## config.mk

```make
export PLATFORM = sky130hd
export DESIGN_NAME = window_monitor
export DESIGN_NICKNAME = d
export VERILOG_FILES = /design/src/rtl/window_monitor_pkg.sv /design/src/rtl/window_classify.sv /design/src/rtl/window_monitor.sv
export SDC_FILE = /design/constraint.sdc
export NUM_CORES = 1
export LEC_CHECK = 0
export ABC_CLOCK_PERIOD_IN_PS = 9560
export CAP_MARGIN = 0
export CORE_UTILIZATION = 54
export CTS_CLUSTER_DIAMETER = 50
export DETAILED_ROUTE_END_ITERATION = 10
export PLACE_DENSITY = 0.87
export SYNTH_ARGS = -nofsm -noshare
export SYNTH_HDL_FRONTEND = slang
export SYNTH_HIERARCHICAL = 1
export SYNTH_SLANG_ARGS = --single-unit
```

## constraint.sdc

```tcl
create_clock -name clk -period 9.56 [get_ports clk]
set_input_delay 1.912 -clock clk [delete_from_list [all_inputs] [get_ports clk]]
set_output_delay 1.912 -clock clk [all_outputs]
set_load 0.02 [all_outputs]
```

## src/rtl/window_monitor_pkg.sv

```systemverilog
// Shared types for the window monitor: zone and FSM state encodings, the debounce
// counter width, and the conversion helpers between zone and state.
package window_monitor_pkg;

  typedef enum logic [1:0] {
    ZONE_BELOW  = 2'd0,
    ZONE_INSIDE = 2'd1,
    ZONE_ABOVE  = 2'd2
  } zone_t;

  typedef enum logic [1:0] {
    ST_INIT,
    ST_BELOW,
    ST_INSIDE,
    ST_ABOVE
  } state_t;

  localparam int CNT_W = 8;

  // INIT has not committed to a zone yet, so it reads as INSIDE.
  function automatic zone_t state_zone(input state_t s);
    case (s)
      ST_BELOW: return ZONE_BELOW;
      ST_ABOVE: return ZONE_ABOVE;
      default:  return ZONE_INSIDE;
    endcase
  endfunction

  function automatic state_t zone_state(input zone_t z);
    case (z)
      ZONE_BELOW: return ST_BELOW;
      ZONE_ABOVE: return ST_ABOVE;
      default:    return ST_INSIDE;
    endcase
  endfunction

endpackage

```

## src/rtl/window_classify.sv

```systemverilog
// Combinational three-way window compare. The bounds themselves count as INSIDE;
// samples and bounds share one fixed-point format, so the codes are compared directly.
module window_classify
  import window_monitor_pkg::*;
#(
  parameter int WIDTH = 16
) (
  input  logic signed [WIDTH-1:0] sample,
  input  logic signed [WIDTH-1:0] lo,
  input  logic signed [WIDTH-1:0] hi,
  output zone_t                   zone
);

  always_comb begin
    zone = ZONE_INSIDE;
    if (sample > hi) begin
      zone = ZONE_ABOVE;
    end else if (sample < lo) begin
      zone = ZONE_BELOW;
    end
  end

endmodule

```

## src/rtl/window_monitor.sv

```systemverilog
// Window monitor: registered per-sample classification plus a debounced zone FSM.
// Optional macro WINDOW_MONITOR_STATS_EN adds a saturating zone-change counter output.
module window_monitor
  import window_monitor_pkg::*;
#(
  parameter int WIDTH    = 16,
  parameter int EXP      = -8,
  parameter int DEBOUNCE = 4
) (
  input  logic                    clk,
  input  logic                    rst_n,
  input  logic signed [WIDTH-1:0] in_data,
  input  logic                    in_valid,
  input  logic signed [WIDTH-1:0] thr_lo,
  input  logic signed [WIDTH-1:0] thr_hi,
  output logic [1:0]              raw_zone,
  output logic                    out_valid,
  output logic [1:0]              zone,
  output logic                    zone_chg,
  output logic                    cfg_err
`ifdef WINDOW_MONITOR_STATS_EN
  ,
  output logic [15:0]             chg_count
`endif
);

  localparam logic [CNT_W-1:0] DEB = CNT_W'(DEBOUNCE);

  zone_t             cls_zone_p0;
  state_t            state, state_next;
  zone_t             cand, cand_next;
  logic [CNT_W-1:0]  cnt, cnt_next;
  logic              chg_next;

  zone_t             raw_zone_p1;
  logic              vld_p1;
  logic              zone_chg_p1;

  assign cfg_err = (thr_lo > thr_hi);

  window_classify #(
    .WIDTH (WIDTH)
  ) u_classify (
    .sample (in_data),
    .lo     (thr_lo),
    .hi     (thr_hi),
    .zone   (cls_zone_p0)
  );

  // Debounce decision. The counter holds the trailing run length of the current
  // candidate; zero means no candidate is pending.
  always_comb begin
    state_next = state;
    cand_next  = cand;
    cnt_next   = cnt;
    chg_next   = 1'b0;
    if (in_valid && cfg_err) begin
      cnt_next = '0;
    end else if (in_valid) begin
      if (state == ST_INIT) begin
        state_next = zone_state(cls_zone_p0);
        cnt_next   = '0;
        chg_next   = 1'b1;
      end else if (cls_zone_p0 == state_zone(state)) begin
        cnt_next = '0;
      end else begin
        if (cnt == '0 || cls_zone_p0 != cand) begin
          cand_next = cls_zone_p0;
          cnt_next  = CNT_W'(1);
        end else begin
          cnt_next = cnt + CNT_W'(1);
        end
        if (cnt_next == DEB) begin
          state_next = zone_state(cls_zone_p0);
          cnt_next   = '0;
          chg_next   = 1'b1;
        end
      end
    end
  end

  // ---- stage p0 -> p1 ----
  always_ff @(posedge clk) begin
    if (!rst_n) begin
      state       <= ST_INIT;
      cand        <= ZONE_INSIDE;
      cnt         <= '0;
      vld_p1      <= 1'b0;
      raw_zone_p1 <= ZONE_INSIDE;
      zone_chg_p1 <= 1'b0;
    end else begin
      state       <= state_next;
      cand        <= cand_next;
      cnt         <= cnt_next;
      vld_p1      <= in_valid;
      zone_chg_p1 <= chg_next;
      if (in_valid) begin
        raw_zone_p1 <= cls_zone_p0;
      end
    end
  end

  assign raw_zone  = raw_zone_p1;
  assign out_valid = vld_p1;
  assign zone      = state_zone(state);
  assign zone_chg  = zone_chg_p1;

`ifdef WINDOW_MONITOR_STATS_EN
  always_ff @(posedge clk) begin
    if (!rst_n) begin
      chg_count <= '0;
    end else if (zone_chg_p1 && chg_count != 16'hFFFF) begin
      chg_count <= chg_count + 16'd1;
    end
  end
`endif

endmodule

```

Yosys cells after proc, flatten, opt, wreduce, memory -nomap -nowiden
Index checks and enable logic that the tools add are counted.
W data, S select, Z words.

storage, ports and cells
  register bits = 16
  input port bits = 51

cells by class
  $add $sub $neg = 1
  order comparisons = 3
  equality and inequality tests = 7
  muxes and demuxes = 21
  bitwise operators = 5
  reductions and logical operators = 10

operators with widths
  kind                   count
  $mux W8                8
  $gt A16 B16 Y1         2
  $lt A16 B16 Y1         1
  $mux W2                7
  $add A8 B1 Y8 const B  1
  $eq A8 B3 Y1 const B   1
  $logic_not A8 Y1       1
  $pmux W2 S2            2
  $not A1 Y1             5
  $reduce_and A5 Y1      1
  $eq A2 B2 Y1 const B   2
  $logic_not A2 Y1       2
  $mux W1                4
  $reduce_and A4 Y1      1
  $reduce_or A3 Y1       1
  $eq A2 B1 Y1 const B   1
  $eq A2 B2 Y1           1
  $ne A2 B2 Y1           1
  $ne A2 B2 Y1 const B   1
  $reduce_bool A2 Y1     1
  $reduce_or A2 Y1       1
  $logic_and A1 B1 Y1    1
  $logic_or A1 B1 Y1     1

Longest topological paths before layout
  depth after elaboration = 14
  depth in mapped cells = 14

Cells and area by module
The synthesis kept the hierarchy.

modules (own cells, without submodules)
  module           times used  cells an instance  area an instance (µm²)
  window_monitor   1           177                1457.6
  window_classify  1           116                835.8

Worst setup path after synthesis
No wires, ideal clock.

  kind = input to output
  start = in thr_hi[15]
  end = out cfg_err
  arrival time = 3644 ps
  data required time = 7648 ps
  slack = 4004 ps
  cell stages on the path = 8
  cell sequence = inv_1 ha_1 nand4_2 nor2_2 a221o_1 o41a_1 buf_6 or2_4

on the way
  word-level cells in the longest chain between the ends = 1

RTL lines
  what             line                  text
  start, declared  window_monitor.sv:15  input logic signed [WIDTH-1:0] thr_hi,
  $gt A16 B16 Y1   window_monitor.sv:39  assign cfg_err = (thr_lo > thr_hi);
  end, declared    window_monitor.sv:20  output logic cfg_err

Every way passes these cells.

Worst setup path in the final report
Same ends and word-level chain as after synthesis.

==> results by group <==
Global route
  – Largest net degree at the start of global routing: 19
  – Grt total ovfl: 0
  – Number of global-route vias before repair: 2230
  – GRT Total Usage: 0.268
  – First-pass GRT wire length: 9140 um
  – Initial antenna violation count: 0

Synthesis
  – Post-synthesis average cell area: 7.83 um2
  – Largest family of logic cells by synthesized area: adder cells
  – Synth Cell Area: 0.00229 mm2
  – Register area share after synthesis: 0.140
  – Net Count, Synth: 393
  – Share of the synthesized area in the top cell type: 0.267
  – Post-synth EDFFs: 0
  – Leading area contributor after synthesis: ha_1
  – Post-synthesis mux area share: 0.0267
  – Synth top area cells: ha_1 (27%), dfxtp_1 (14%), inv_1 (8.8%)
  – Adder-cell share of the synthesized area: 0.267
  – Most frequent cell after synthesis: inv_1
  – Register bit total from synthesis: 16
  – Post-synthesis cell type count: 58
  – Xor/xnor share of the synthesized area: 0.0191
  – Synth Instances: 293
  – Post-synth top cells: inv_1 (54), ha_1 (49), nand2_1 (22)
  – Ys async rst share: 0
  – Syn. warnings: 6
  – Top_reg_cell synth: dfxtp_1
  – Simple-gate share of the synthesized area: 0.248
  – Post-synthesis compound-gate area fraction: 0.200

Pwr
  – Pleak: 1.39 nW
  – Pwr dens: 83.0 mW/mm2
  – Max VDD drop: 0.0957 mV

Critical path
  – CP Launch Type: input pin
  – Arr. time, crit path: 4.96 ns
  – Critical path class: input pin to output pin
  – WP data required: 7.65 ns
  – Crit end category: output pin
  – CP Max Fanout: 14

Timing
  – Relative slew slack: 0.490
  – Max-slew violations: 0
  – Hold Fails Final Rpt: 0
  – RSZ-0062 raised after global routing: false
  – Setup TNS: 0 ns
  – Achievable frequency: 145 MHz
  – Clk_skew: 0.00879 ns
  – Final worst path period need: 6.87 ns
  – Final period util: 0.719
  – Measured slew at the worst slew-check pin: 0.759 ns
  – Final setup vio count: 0

Clocking
  – Skew-Pair Late Insertion Delay: 0.26 ns
  – Hold_buf cts: 0
  – Post-CTS Resized: 0
  – Postcts setup bufs: 0
  – Total CTS buffers: 3
  – Clk buf depth: 2
  – Clk slew on worst S/H paths: 0.06 ns
  – H-tree lvl count: 1
  – CTS root buffer: clkbuf_8
  – CTS tree: yes
  – Clock sinks: 16

Detailed routing
  – WL final: 5550 um
  – Drt drc: 0
  – Drt pass-1 iters: 4
  – Final ANT Viol Nets: 0
  – Post-DR vias/cell: 5.72
  – Via count: 2288
  – Iteration-0 DRC Markers: 98
  – Wirelength per Cell: 13.9 um

Placement
  – Gpl congestion: 0.893
  – DP Wirelength: 4660 um
  – Post-Place Cells: 396
  – Number of I/O port buffers: 57

Layout
  – Multi-input logic area: 0.00175 mm2
  – FF/Latch Area: 320 um2
  – N_diodes: 0
  – Layout area overhead: 29.0%
  – Final Non-Filler Cells: 400
  – Final nets: 451
  – Layout cells sized above 1: 0.0686
  – # fillers: 316

Die
  – Die Ht: 67.2 um
  – Initial Util: 0.569
  – Die W: 67.2 um
  – CORE AREA: 0.00403 mm2
  – Row count: 23
  – # IOs: 58
  – Die area: 0.00451 mm2

Status
  – Status: complete, no violations

Run
  – Max-Cap Viols: 0

Hold path
  – Worst Hold Class: flop to flop
[power breakdown]
part / switching, mW / internal, mW
Clock: 0.0253 / 0.0367
Combinational: 0.0548 / 0.0558
Sequential: 0.00305 / 0.0699
[cell type report]
class | instances | area share
repair buffers | 57 | 0.193
well taps | 50 | 0.0212
flip-flops and latches | 16 | 0.108
clock buffers | 4 | 0.0186
multi-input cells | 219 | 0.591
inverters | 54 | 0.0685
[worst max-delay path, cell delays in order]
cell,delay (ns)
clkdlybuf4s50_1,0.51
inv_1,0.06
ha_1,0.35
nand4_2,0.17
a2111oi_2,0.50
o41a_1,0.61
or2_4,0.24
clkdlybuf4s50_1,0.60
[per-stage QoR]
step	power, mW	util	cell area (um2)	setup slack [ns]	hold WS, ns
2_1_floorplan	0.140	-	2290	4.00	0.448
3_3_place_gp	0.181	0.720	2900	2.78	0.465
3_5_place_dp	0.184	0.720	2900	2.71	0.462
4_1_cts	0.247	0.734	2960	2.70	0.480
5_1_grt	0.262	0.734	2960	2.57	0.493
6_report	0.246	0.734	2960	2.69	0.476
[final timing paths]
check / from / end / slack [ns] / depth (start not counted)
max: thr_hi[15] / cfg_err / 2.69 / 8
min: cand[1] / cand[1] / 0.48 / 2
max reg2reg: cnt[0] / cnt[5] / 7.11 / 8
min reg2reg: cand[1] / cand[1] / 0.48 / 2
[metal layers]
metal	up-vias	share of wire	global-route usage
met3	25	0.047	0.0287
li1	1153	-	-
met5	-	0	0
met4	0	0.049	0.191
met1	1040	0.41	0.291
met2	70	0.49	0.479
[registers in the layout (all words and copies together), names as in the netlist]
signal     flops
cand           2
out_valid      1
state          2
raw_zone       2
cnt            8
zone_chg       1
[cell usage in the layout (no fill, tap or decap), types with 3 or more instances in the layout]
cell type,instances
nand4_1,7
clkbuf_8,4
nand4_2,3
a21oi_1,18
or3_1,3
xnor2_1,3
nand3_1,6
clkdlybuf4s50_1,57
and2_1,5
nor3_1,7
ha_1,49
o21ai_0,11
o31a_1,3
mux2i_1,5
nand2_1,22
inv_1,54
nand2b_1,3
dfxtp_1,16
nor2_1,12
o21a_1,3
nor4_1,4
nor2b_1,8
a21o_1,5
[cells by family (layout without fill, tap and decap cells)]
| family | count (synthesis) | count (layout) |
|---|---|---|
| and+or+nand+nor | 96 | 96 |
| AOI/OAI and AO/OA | 63 | 63 |
| buffers and inverters | 58 | 115 |
| adders and majority gates | 49 | 49 |
| DFF | 16 | 16 |
| muxes | 6 | 6 |
| xor gates and xnor gates | 5 | 5 |
No activity file was read; power rests on OpenSTA's default activity.
